--- config.mk ---
export PLATFORM = sky130hd
export DESIGN_NAME = dadda_mul_pipe
export DESIGN_NICKNAME = d
export VERILOG_FILES = /design/src/rtl/dadda_mul_pipe.sv
export SDC_FILE = /design/constraint.sdc
export NUM_CORES = 1
export LEC_CHECK = 0
export BUFFER_PORTS_ARGS = -buffer_cell sky130_fd_sc_hd__buf_2
export CAP_MARGIN = 40
export CORE_UTILIZATION = 54
export DETAILED_ROUTE_END_ITERATION = 6
export GPL_ROUTABILITY_DRIVEN = 1
export MAX_ROUTING_LAYER = met4
export PLACE_DENSITY = 0.77
export SLEW_MARGIN = 20
export SYNTH_ARGS = -nofsm -noshare
export SYNTH_HDL_FRONTEND = slang
export SYNTH_SLANG_ARGS = --single-unit
export TNS_END_PERCENT = 100
--- constraint.sdc ---
create_clock -name clk -period 2.65 [get_ports clk]
set_clock_uncertainty 0.1 [all_clocks]
set_input_delay 0.1325 -clock clk [delete_from_list [all_inputs] [get_ports clk]]
set_output_delay 0.1325 -clock clk [all_outputs]
set_load 0.05 [all_outputs]
--- src/rtl/dadda_mul_pipe.sv ---
// dadda_mul_pipe
//   Pipelined WIDTH x WIDTH -> 2*WIDTH multiplier. Partial-product rows are
//   reduced by layers of 3:2 carry-save compressors down to two rows. A final
//   ripple adder in the last stage produces the product. The reduction layers
//   are spread evenly across STAGES register stages. Every beat uses
//   valid/ready handshakes, and a sideband tag travels with each beat.
//
//   Optional feature macro: DADDA_SIGNED_EN
//     defined     : tc_i=1 selects signed (Baugh-Wooley) partial products.
//     not defined : tc_i is ignored and every beat is unsigned.
//
// Ports
//   clk        rising-edge clock
//   rst_n      asynchronous active-low reset
//   flush_i    synchronous flush; clears all stage valid bits
//   in_valid   operand beat valid
//   in_ready   beat accepted this cycle
//   a_i, b_i   operands (WIDTH bits each)
//   tag_i      sideband tag
//   tc_i       two's-complement mode for this beat
//   out_valid  product valid
//   out_ready  downstream accepts product
//   z_o        product (2*WIDTH bits)
//   tag_o      tag of the beat in z_o
module dadda_mul_pipe #(
    parameter int WIDTH  = 8,
    parameter int STAGES = 2,
    parameter int TAG_W  = 4
) (
    input  logic               clk,
    input  logic               rst_n,
    input  logic               flush_i,
    input  logic               in_valid,
    output logic               in_ready,
    input  logic [WIDTH-1:0]   a_i,
    input  logic [WIDTH-1:0]   b_i,
    input  logic [TAG_W-1:0]   tag_i,
    input  logic               tc_i,
    output logic               out_valid,
    input  logic               out_ready,
    output logic [2*WIDTH-1:0] z_o,
    output logic [TAG_W-1:0]   tag_o
);

    localparam int unsigned W    = WIDTH;
    localparam int unsigned NS   = STAGES;
    localparam int unsigned PW   = 2 * WIDTH;
    // One row per multiplier bit, plus one row for the signed correction constant.
    localparam int unsigned MAXR = WIDTH + 1;

    typedef logic [MAXR-1:0][PW-1:0] rows_t;

    // Number of live rows after k compressor layers.
    function automatic int unsigned rows_after(int unsigned k);
        int unsigned n;
        n = MAXR;
        for (int unsigned i = 0; i < k; i++) n = n - n / 3;
        return n;
    endfunction

    function automatic int unsigned count_layers();
        int unsigned n;
        int unsigned l;
        n = MAXR;
        l = 0;
        while (n > 2) begin
            n = n - n / 3;
            l++;
        end
        return l;
    endfunction

    localparam int unsigned LAYERS = count_layers();

    // Index of the first layer handled by stage s.
    function automatic int unsigned lay_lo(int unsigned s);
        return (s * LAYERS) / NS;
    endfunction

    // One compressor layer: each group of three rows becomes a sum row and a
    // carry row. Leftover rows pass through unchanged. Live rows are packed
    // from index 0.
    function automatic rows_t csa_layer(rows_t r, int unsigned n);
        rows_t       o;
        int unsigned j;
        o = '0;
        j = 0;
        for (int unsigned i = 0; i + 2 < n; i += 3) begin
            o[j]   = r[i] ^ r[i+1] ^ r[i+2];
            o[j+1] = ((r[i] & r[i+1]) | (r[i] & r[i+2]) | (r[i+1] & r[i+2])) << 1;
            j += 2;
        end
        for (int unsigned i = n - n % 3; i < n; i++) begin
            o[j] = r[i];
            j++;
        end
        return o;
    endfunction

    function automatic rows_t reduce(rows_t r, int unsigned n, int unsigned nlay);
        rows_t       t;
        int unsigned m;
        t = r;
        m = n;
        for (int unsigned l = 0; l < nlay; l++) begin
            t = csa_layer(t, m);
            m = m - m / 3;
        end
        return t;
    endfunction

    logic tc;
`ifdef DADDA_SIGNED_EN
    assign tc = tc_i;
`else
    logic unused_tc;
    assign tc        = 1'b0;
    assign unused_tc = tc_i;
`endif

    // Partial products. In signed mode the MSB row and column are inverted,
    // except the MSB x MSB bit. The constant 2^W + 2^(2W-1) completes the
    // two's-complement sum.
    rows_t pp;
    always_comb begin
        pp = '0;
        for (int unsigned i = 0; i < W; i++) begin
            for (int unsigned j = 0; j < W; j++) begin
                pp[i][i+j] = (a_i[j] & b_i[i]) ^ (tc & ((i == W - 1) != (j == W - 1)));
            end
        end
        pp[W][W]    = tc;
        pp[W][PW-1] = tc;
    end

    logic [NS-1:0]    v;
    logic [NS:0]      en;
    logic [NS-1:0]    vin;
    logic             rdy_q;
    rows_t            row_q [NS];
    rows_t            red   [NS];
    rows_t            nxt   [NS];
    logic [TAG_W-1:0] tag_q [NS];
    logic [TAG_W-1:0] tin   [NS];
    logic [PW-1:0]    sum;

    // Stage s loads when it is empty or when the next stage moves.
    always_comb begin
        en[NS] = out_ready;
        for (int unsigned k = NS; k > 0; k--) en[k-1] = ~v[k-1] | en[k];
    end

    assign in_ready = rdy_q & en[0] & ~flush_i;

    always_comb begin
        vin[0] = in_valid & in_ready;
        tin[0] = tag_i;
        for (int unsigned s = 1; s < NS; s++) begin
            vin[s] = v[s-1];
            tin[s] = tag_q[s-1];
        end
    end

    // The last stage keeps its final sum in row 0. That row drives z_o.
    always_comb begin
        for (int unsigned s = 0; s < NS; s++) begin
            if (s == 0) red[s] = reduce(pp, rows_after(lay_lo(0)), lay_lo(1) - lay_lo(0));
            else        red[s] = reduce(row_q[s-1], rows_after(lay_lo(s)), lay_lo(s+1) - lay_lo(s));
        end
        sum = red[NS-1][0] + red[NS-1][1];
        for (int unsigned s = 0; s < NS; s++) nxt[s] = red[s];
        nxt[NS-1]    = '0;
        nxt[NS-1][0] = sum;
    end

    always_ff @(posedge clk or negedge rst_n) begin
        if (!rst_n) begin
            v     <= '0;
            rdy_q <= 1'b0;
            for (int unsigned s = 0; s < NS; s++) begin
                row_q[s] <= '0;
                tag_q[s] <= '0;
            end
        end else begin
            rdy_q <= 1'b1;
            for (int unsigned s = 0; s < NS; s++) begin
                if (flush_i)    v[s] <= 1'b0;
                else if (en[s]) v[s] <= vin[s];
                if (en[s] && vin[s]) begin
                    row_q[s] <= nxt[s];
                    tag_q[s] <= tin[s];
                end
            end
        end
    end

    assign out_valid = v[NS-1];
    assign z_o       = row_q[NS-1][0];
    assign tag_o     = tag_q[NS-1];

endmodule

==> results.py, run 1 <==
metrics = {
    "floorplanning": {
        "die_x_um": 95.9,
        "placementRows": 33,
        "die_h_um": 95.9,
        "die_area_um2": 9200,
        "initial_utilization_pct": 56.8,
        "core-area_um2": 8380,
        "num_io_pins": 48,
    },
    "drt": {
        "drt_pass1_iterations": 4,
        "vias": 3112,
        "drt-wirelength-per-cell_um": 15.0,
        "drtIter0Drc": 117,
        "drc": 0,
        "routed_wl_um": 9060,
        "ant_nets": 0,
        "viasPerCell": 5.14,
    },
    "logic_synthesis": {
        "synth_edf_count": 0,
        "seq_area_frac_synth_pct": 35.2,
        "ys_types": 45,
        "async_reset_ff_share_pct": 100,
        "yosys_register_bits": 67,
        "synthCells": 437,
        "syn_area_um2": 4760,
        "synth_ff_type": "dfrtp_1",
        "avgSynthCellArea_um2": 10.9,
        "synth_warnings": 0,
        "syn_nets": 535,
    },
    "critical_path": {
        "cp_data_required_time_ns": 2.82,
        "crit_path_end_kind": "flip-flop",
        "crit_type": "reg -> reg",
        "cp_num_buf_inv": 2,
        "critPathMaxFanout": 3,
        "crit_slowest_cell": "fa_1",
        "worstPathArrival_ns": 2.99,
        "cp_cell_sequence": "inv_2 > fa_1 > fa_1 > inv_2 > ha_4 > a21o_1 > nand4_1 > a211oi_2 > or3_1 > a31oi_1",
        "cpPeakStageDelay_ns": 0.53,
        "start_kind": "flip-flop",
        "critical-path-top-delay-family": "adder cells",
    },
    "cts": {
        "cts_sinks": 67,
        "ctsHtreeMaxLevel": 3,
        "clockRootBuffer": "clkbuf_8",
        "numCtsBuffers": 9,
        "cts_tree": "done",
        "worstSkewPairLatency_ns": 0.35,
        "clkTransAtPathRegs_ns": 0.09,
        "cts_buffer_depth": 2,
    },
    "outcome": {
        "outcome": "finished, violations left",
        "violations": "negative setup slack",
    },
    "sta": {
        "period_needed_ns": 2.83,
        "period_share_pct": 107,
        "setup_viol": 5,
        "report.final.hold_viol_count": 0,
        "setup_ws_ns": -0.179,
        "worst_pin_slew_ns": 0.635,
        "slew_violations": 0,
        "hold-worst-slack_ns": 0.0184,
        "rsz0062_at_grt": "yes",
        "tns_ns": -0.567,
        "max_freq_ghz": 0.354,
        "slew_headroom_pct": 57.7,
    },
    "run": {
        "maxCapViolCount": 0,
    },
    "hold_path": {
        "hp-class": "in -> async",
    },
    "cells_and_area": {
        "synthToLayoutAreaGrowth_pct": 16.1,
        "nets": 593,
        "drive_gt1_share_pct": 24.0,
        "diodes": 0,
    },
    "global_route": {
        "grt_overflow": 0,
        "antenna_found_initial": 0,
        "grt.total_usage_pct": 23.2,
        "grt_pass1_vias": 3216,
        "grt_max_degree": 46,
        "grt_pass1_wl_um": 15400,
    },
    "place": {
        "place_congestion": 0.869,
        "post-dp-hpwl_um": 6650,
        "pre_cts_slack_ns": -0.179,
        "port-buffer-count": 46,
    },
    "pwr": {
        "p_leak_nw": 2.84,
        "p_per_area_nw_per_um2": 1000,
        "peakVddDrop_v": 0.000495,
    },
}
per-layer routing:
metal | GRT usage, % | wire length, um
met3 | 4.11 | 416
met4 | 6.47 | 114
met1 | 31.8 | 4210
met2 | 35.9 | 4330
met5 | - | 0
report_power, final:
| part | internal (mW) | switching, mW |
|---|---|---|
| clock network | 0.565 | 0.421 |
| registers | 1.29 | 0.144 |
| logic | 1.40 | 1.71 |
synth_stat cells, drive strengths merged (5+ instances only):
library cell  instances  share of area (%)
dfrtp                67                 35
nand2                56                4.6
and2                 52                6.8
inv                  52                4.1
fa                   38                 16
mux2                 37                8.7
ha                   34                8.9
buf                  29                4.8
mux2i                 9                1.9
o21ai                 9               0.95
a21oi                 7                1.1
nor2                  5               0.39
metrics by stage:
stage / cell area, um^2 / utilization (%) / instances / total power [mW]
floorplan: 4810 / - / 437 / 3.64
global placement: 5090 / 60.7 / 576 / 4.20
detailed placement: 5090 / 60.7 / 576 / 4.33
CTS: 5480 / 65.4 / 603 / 5.48
global route: 5530 / 66.0 / 605 / 5.97
finish: 5530 / 66.0 / 605 / 5.53
cells in the final DEF (no fill, tap or decap), types with 7 or more instances in the layout:
cell / instances
dfrtp_1: 67
nand2_1: 55
and2_1: 52
buf_2: 46
inv_1: 43
fa_1: 37
mux2_1: 32
ha_1: 27
buf_4: 21
clkbuf_8: 10
inv_2: 9
mux2i_1: 9
dlygate4sd3_1: 9
ha_4: 7
registers in the layout, summed over array words and instances (netlist names):
register	cells
row_q	40
z_o	16
tag_o	4
tag_q	4
v	2
rdy_q	1
cell type report:
class                   count  area (um^2)
fillers                   657         2850
multi-input cells         287         2770
flip-flops and latches     67         1680
repair buffers             78          518
inverters                  52          195
clock buffers              10          138
well taps                 105          131
clock inverters             6         95.1
cells by family (layout without fill, tap and decap cells):
kind of cell | count (synthesis) | after routing | synth area share, %
AOI/OAI and AO/OA | 27 | 27 | 3.99
xor gates and xnor gates | 6 | 6 | 1.10
adders and majority gates | 72 | 72 | 24.9
buffers and inverters | 83 | 146 | 9.06
DFF | 67 | 67 | 35.2
muxes | 46 | 46 | 10.6
other | 1 | 1 | 0.0787
and+or+nand+nor | 135 | 135 | 15.0
what timing repair did:
action | CTS | global route
endpoints found under the hold margin | 40 | 0
hold buffers | 9 | 0
buffers inserted | 2 | 2
endpoints found under the setup margin | 6 | 8
gates resized for setup | 8 | 12
pin swaps | 9 | 15
final timing paths:
| kind | from | end | slack (ns) | depth (start not counted) |
|---|---|---|---|---|
| worst max-delay path | row_q[183] | z_o[15] | -0.18 | 10 |
| worst min-delay path | rst_n | row_q[146] | 0.02 | 2 |
| worst max register to register | row_q[183] | z_o[15] | -0.18 | 10 |
| worst min register to register | tag_q[5] | tag_o[1] | 0.37 | 2 |
| max in group asynchronous | rst_n | row_q[190] | 2.02 | 3 |
| min in group clk | b_i[5] | row_q[156] | 0.02 | 3 |
No activity file was read; power rests on OpenSTA's default activity.
==> run 2, diff against run 1 <==
--- a/config.mk
+++ b/config.mk
@@ -11,7 +11,7 @@
 export DETAILED_ROUTE_END_ITERATION = 6
 export GPL_ROUTABILITY_DRIVEN = 1
 export MAX_ROUTING_LAYER = met4
-export PLACE_DENSITY = 0.77
+export PLACE_DENSITY = 0.75
 export SLEW_MARGIN = 20
 export SYNTH_ARGS = -nofsm -noshare
 export SYNTH_HDL_FRONTEND = slang
==> results.py, run 2 (synthesis results as in run 1) <==
metrics = {
    "cells_and_area": {
        "final_common_cell": "dfrtp_1",
        "diodes": 0,
        "drive_gt1_share_pct": 23.7,
        "synthToLayoutAreaGrowth_pct": 16.4,
        "regMostFlops": "row_q",
        "fillerInstances": 661,
        "stdcell_count": 608,
        "largest_reg_flops": 40,
        "nets": 596,
        "mostFrequentLayoutCells": "67 x dfrtp_1, 54 x nand2_1, 52 x and2_1",
    },
    "sta": {
        "period_needed_ns": 2.80,
        "worst_pin_slew_ns": 0.625,
        "slew_headroom_pct": 58.3,
        "report.final.hold_viol_count": 0,
        "max_freq_ghz": 0.358,
        "period_share_pct": 105,
        "setup_viol": 3,
        "tns_ns": -0.310,
        "setup_ws_ns": -0.145,
        "slew_violations": 0,
        "rsz0062_at_grt": "yes",
    },
    "cts": {
        "ctsHtreeMaxLevel": 3,
        "clockRootBuffer": "clkbuf_8",
        "cts_tree": "done",
        "clkTransAtPathRegs_ns": 0.08,
        "numCtsBuffers": 9,
        "worstSkewPairLatency_ns": 0.35,
        "cts_sinks": 67,
        "cts_buffer_depth": 2,
    },
    "critical_path": {
        "critical-path-top-delay-family": "adder cells",
        "critPathMaxFanout": 2,
        "cp_data_required_time_ns": 2.82,
        "cp_num_buf_inv": 0,
        "crit_cells": 9,
        "ff2ff_path_depth": 9,
        "cpPeakStageDelay_ns": 0.54,
        "worstPathArrival_ns": 2.97,
        "start_kind": "flip-flop",
        "crit_slowest_cell": "fa_1",
        "crit_path_end_kind": "flip-flop",
        "cp_cell_sequence": "fa_1 > ha_1 > ha_2 > fa_2 > a21o_1 > nand4_1 > a211oi_2 > or3_1 > a31oi_1",
        "crit_type": "reg -> reg",
    },
    "global_route": {
        "antenna_found_initial": 0,
        "grt.total_usage_pct": 22.9,
        "grt_max_degree": 46,
        "grt_pass1_wl_um": 15100,
        "grt_overflow": 0,
        "grt_pass1_vias": 3148,
    },
    "drt": {
        "routed_wl_um": 8850,
        "viasPerCell": 5.14,
        "drt-wirelength-per-cell_um": 14.5,
        "ant_nets": 0,
        "drtIter0Drc": 89,
        "vias": 3128,
        "drt_pass1_iterations": 4,
        "drc": 0,
    },
    "pwr": {
        "p_per_area_nw_per_um2": 1010,
        "p_switching_mw": 2.25,
        "seqPwrFrac_pct": 25.6,
        "finalPower_mw": 5.61,
        "combPwrFrac_pct": 54.8,
        "sw_frac_of_total_pct": 40.2,
        "p_leak_nw": 2.86,
        "peakVddDrop_v": 0.000478,
        "internal_power_mw": 3.36,
        "power_frac_clock_pct": 19.6,
    },
    "floorplanning": {
        "die_h_um": 95.9,
        "initial_utilization_pct": 56.8,
        "die_area_um2": 9200,
        "die_x_um": 95.9,
        "num_io_pins": 48,
        "core-area_um2": 8380,
        "placementRows": 33,
    },
    "outcome": {
        "violations": "negative setup slack",
        "outcome": "finished, violations left",
    },
    "place": {
        "place_congestion": 0.844,
        "post-dp-hpwl_um": 6520,
        "dp.cells": 579,
        "port-buffer-count": 46,
    },
    "hold_path": {
        "hp-class": "in -> reg",
        "hold_depth": 3,
    },
    "run": {
        "maxCapViolCount": 0,
    },
}
run 2: changes by cell type in the layout (fill, tap and decap cells not counted), moves of 2 or more:
| cell | before | now |
|---|---|---|
| buf_12 | 2 | 0 |
| inv_2 | 9 | 6 |
| o21ai_0 | 5 | 3 |
| o21ai_1 | 4 | 6 |
| inv_1 | 43 | 46 |
| nor2b_1 | 1 | 3 |
| buf_4 | 21 | 25 |
| ha_4 | 7 | 5 |
run 2: power groups by stage:
stage / Combinational [mW] / Sequential (mW) / Clock, mW
3_5_place_dp: 2.83 / 1.45 / 0
5_1_grt: 3.44 / 1.47 / 1.16
6_report: 3.08 / 1.43 / 1.10
3_3_place_gp: 2.77 / 1.44 / 0
4_1_cts: 2.99 / 1.44 / 1.12
2_1_floorplan: 2.23 / 1.41 / 0
run 2: worst paths after layout:
check,start,to,slack [ns]
worst max-delay path,row_q[149],z_o[15],-0.15
worst min-delay path,b_i[5],row_q[156],0.02
worst max register to register,row_q[149],z_o[15],-0.15
worst min register to register,tag_o[2],tag_o[2],0.37
max in group asynchronous,rst_n,row_q[205],1.87
min in group asynchronous,rst_n,z_o[2],0.25
run 2: final cells by class:
type	instances	area, um^2	area share, %
Clock buffer	11	151	2.73
Clock inverter	5	108	1.94
Inverter	52	195	3.52
Multi-Input combinational cell	287	2760	49.8
Sequential cell	67	1680	30.3
Tap cell	105	131	2.37
Timing Repair Buffer	81	519	9.37
run 2: worst reg2reg max path, stage by stage (launching register included):
cell and delay (ns):
dfrtp_1 0.40, fa_1 0.54, ha_1 0.23, ha_2 0.19, fa_2 0.34, a21o_1 0.18, nand4_1 0.14, a211oi_2 0.10
or3_1 0.34, a31oi_1 0.16
run 2: per-layer routing:
metal  share of wire [%]  up-vias  GRT usage (%)
li1                    -     1504              -
met1                  48     1544           30.4
met5                   0        -              -
met4                 1.8        0           8.71
met2                  46       63           35.1
met3                 3.9       17           4.50
run 2: stage by stage:
step / area (um^2) / worst slack, ns / util, % / hold slack, ns
after floorplan: 4810 / -0.0418 / - / -0.263
after global placement: 5100 / -0.102 / 60.8 / 0.0978
after detailed placement: 5100 / -0.164 / 60.8 / 0.110
after CTS: 5510 / -0.162 / 65.7 / 0.0108
after global routing: 5540 / -0.267 / 66.1 / 0.0247
final: 5540 / -0.145 / 66.1 / 0.0227
run 2: timing repair:
action                                  4_1_cts  5_1_grt
hold buffers                                  9        0
buffers inserted                              3        1
endpoints found under the setup margin        6        8
endpoints found under the hold margin        74        0
pin swaps                                     9       14
gates resized for setup                       7       11
==> run 3, diff against run 2 <==
--- a/config.mk
+++ b/config.mk
@@ -6,13 +6,13 @@
 export NUM_CORES = 1
 export LEC_CHECK = 0
 export BUFFER_PORTS_ARGS = -buffer_cell sky130_fd_sc_hd__buf_2
-export CAP_MARGIN = 40
+export CAP_MARGIN = 20
 export CORE_UTILIZATION = 54
 export DETAILED_ROUTE_END_ITERATION = 6
 export GPL_ROUTABILITY_DRIVEN = 1
 export MAX_ROUTING_LAYER = met4
 export PLACE_DENSITY = 0.75
-export SLEW_MARGIN = 20
+export SLEW_MARGIN = 25
 export SYNTH_ARGS = -nofsm -noshare
 export SYNTH_HDL_FRONTEND = slang
 export SYNTH_SLANG_ARGS = --single-unit
==> constraint.sdc (replaced) <==
create_clock -name clk -period 2.3 [get_ports clk]
set_clock_uncertainty 0.1 [all_clocks]
set_input_delay 0.115 -clock clk [delete_from_list [all_inputs] [get_ports clk]]
set_output_delay 0.115 -clock clk [all_outputs]
set_load 0.05 [all_outputs]
==> results.py, run 3 (synthesis results as in run 1) <==
metrics = {
    "critical_path": {
        "crit_type": "reg -> reg",
        "critPathMaxFanout": 3,
        "start_kind": "flip-flop",
        "cp_data_required_time_ns": 2.47,
        "crit_path_end_kind": "flip-flop",
        "worstPathArrival_ns": 3.00,
    },
    "cts": {
        "cts_buffer_depth": 2,
        "cts_sinks": 67,
        "cts_tree": "done",
        "numCtsBuffers": 9,
        "ctsHtreeMaxLevel": 3,
        "clockRootBuffer": "clkbuf_8",
        "clkTransAtPathRegs_ns": 0.08,
        "worstSkewPairLatency_ns": 0.36,
    },
    "cells_and_area": {
        "largest_reg_flops": 40,
        "drive_gt1_share_pct": 25.1,
        "mostFrequentLayoutCells": "67 x dfrtp_1, 55 x nand2_1, 52 x and2_1",
        "stdcell_count": 614,
        "diodes": 0,
        "nets": 602,
        "final_common_cell": "dfrtp_1",
        "synthToLayoutAreaGrowth_pct": 17.8,
        "fin_area_um2": 5610,
        "regMostFlops": "row_q",
    },
    "sta": {
        "slew_violations": 0,
        "report.final.hold_viol_count": 0,
        "rsz0062_at_grt": "yes",
        "setup_viol": 8,
        "period_needed_ns": 2.83,
        "setup_ws_ns": -0.529,
        "period_share_pct": 123,
        "slew_headroom_pct": 58.5,
        "worst_pin_slew_ns": 0.623,
        "tns_ns": -3.32,
        "max_freq_ghz": 0.354,
    },
    "floorplanning": {
        "num_io_pins": 48,
        "core-area_um2": 8380,
        "die_h_um": 95.9,
        "placementRows": 33,
        "die_x_um": 95.9,
        "initial_utilization_pct": 56.8,
        "die_area_um2": 9200,
    },
    "hold_path": {
        "hp-class": "in -> reg",
    },
    "place": {
        "place_congestion": 0.866,
        "pre_cts_slack_ns": -0.497,
        "port-buffer-count": 46,
        "dp.cells": 583,
        "dpl_cell_area_um2": 5180,
        "post-dp-hpwl_um": 6970,
    },
    "pwr": {
        "seqPwrFrac_pct": 25.1,
        "sw_frac_of_total_pct": 41.3,
        "internal_power_mw": 3.89,
        "p_leak_nw": 2.90,
        "p_per_area_nw_per_um2": 1180,
        "p_switching_mw": 2.73,
        "peakVddDrop_v": 0.000532,
        "power_frac_clock_pct": 16.9,
        "combPwrFrac_pct": 58.0,
    },
    "global_route": {
        "grt.total_usage_pct": 23.7,
        "grt_max_degree": 46,
        "grt_overflow": 0,
        "grt_pass1_wl_um": 15700,
        "grt_pass1_vias": 3254,
        "antenna_found_initial": 0,
    },
    "outcome": {
        "outcome": "finished, violations left",
        "violations": "negative setup slack",
    },
    "drt": {
        "drt-wirelength-per-cell_um": 15.3,
        "routed_wl_um": 9390,
        "viasPerCell": 5.12,
        "ant_nets": 0,
        "drt_pass1_iterations": 5,
        "vias": 3146,
        "drc": 0,
        "drtIter0Drc": 118,
    },
    "run": {
        "maxCapViolCount": 0,
    },
}
run 3: cell types whose count changed in the layout (fill, tap and decap cells not counted), moves of 2 or more:
cell,delta
nor2b_4,+2
buf_4,+2
nor2b_1,-2
buf_12,+2
clkinv_2,+2
run 3: power groups by stage:
stage                     logic, mW  registers [mW]  clock network [mW]
after floorplan                2.61            1.63                   0
after global placement         3.31            1.66                   0
after detailed placement       3.44            1.68                   0
after CTS                      3.60            1.66                1.13
after global routing           4.21            1.70                1.19
final                          3.84            1.66                1.12
run 3: path summary, 6_finish.rpt:
kind	start	slack (ns)	to	depth (start not counted)
max reg2reg	row_q[183]	-0.53	z_o[15]	10
max in group asynchronous	rst_n	1.25	row_q[186]	3
min	a_i[0]	0.04	row_q[144]	3
max	row_q[183]	-0.53	z_o[15]	10
min reg2reg	tag_q[6]	0.37	tag_o[2]	2
min in group asynchronous	rst_n	0.21	z_o[3]	2
run 3: timing repair:
action,in CTS,in global routing
setup endpoints to repair,9,9
pin swaps,9,15
buffers inserted,1,4
gates resized for setup,9,13
hold endpoints to repair,32,0
hold buffers,10,0
run 3: stage by stage:
step	utilization, %	power (mW)	hold slack [ns]
finish	66.9	6.62	0.0394
global route	66.9	7.10	0.0430
CTS	66.0	6.40	0.0265
detailed placement	61.8	5.13	0.0590
global placement	61.8	4.97	0.0445
floorplan	-	4.24	-0.281
run 3: layout make-up:
class                   instances  area, um^2
multi-input cells             287        2780
clock inverters                 6        87.6
fillers                       691        2770
repair buffers                 87         596
inverters                      52         195
clock buffers                  10         138
flip-flops and latches         67        1680
well taps                     105         131
run 3: layer usage:
metal | GRT usage, % | up-vias | routed length [um]
li1 | - | 1515 | -
met1 | 31.8 | 1548 | 4360
met2 | 36.3 | 70 | 4490
met3 | 4.19 | 13 | 375
met4 | 8.71 | 0 | 159
met5 | - | - | 0
run 3: critical path: stages (launching register included):
cell and delay, ns:
dfrtp_1 0.40, inv_2 0.08, fa_2 0.44, fa_1 0.50, inv_2 0.05, ha_4 0.24
a21o_1 0.19, nand4_1 0.13, a211oi_2 0.10, or3_1 0.37, a31oi_1 0.17
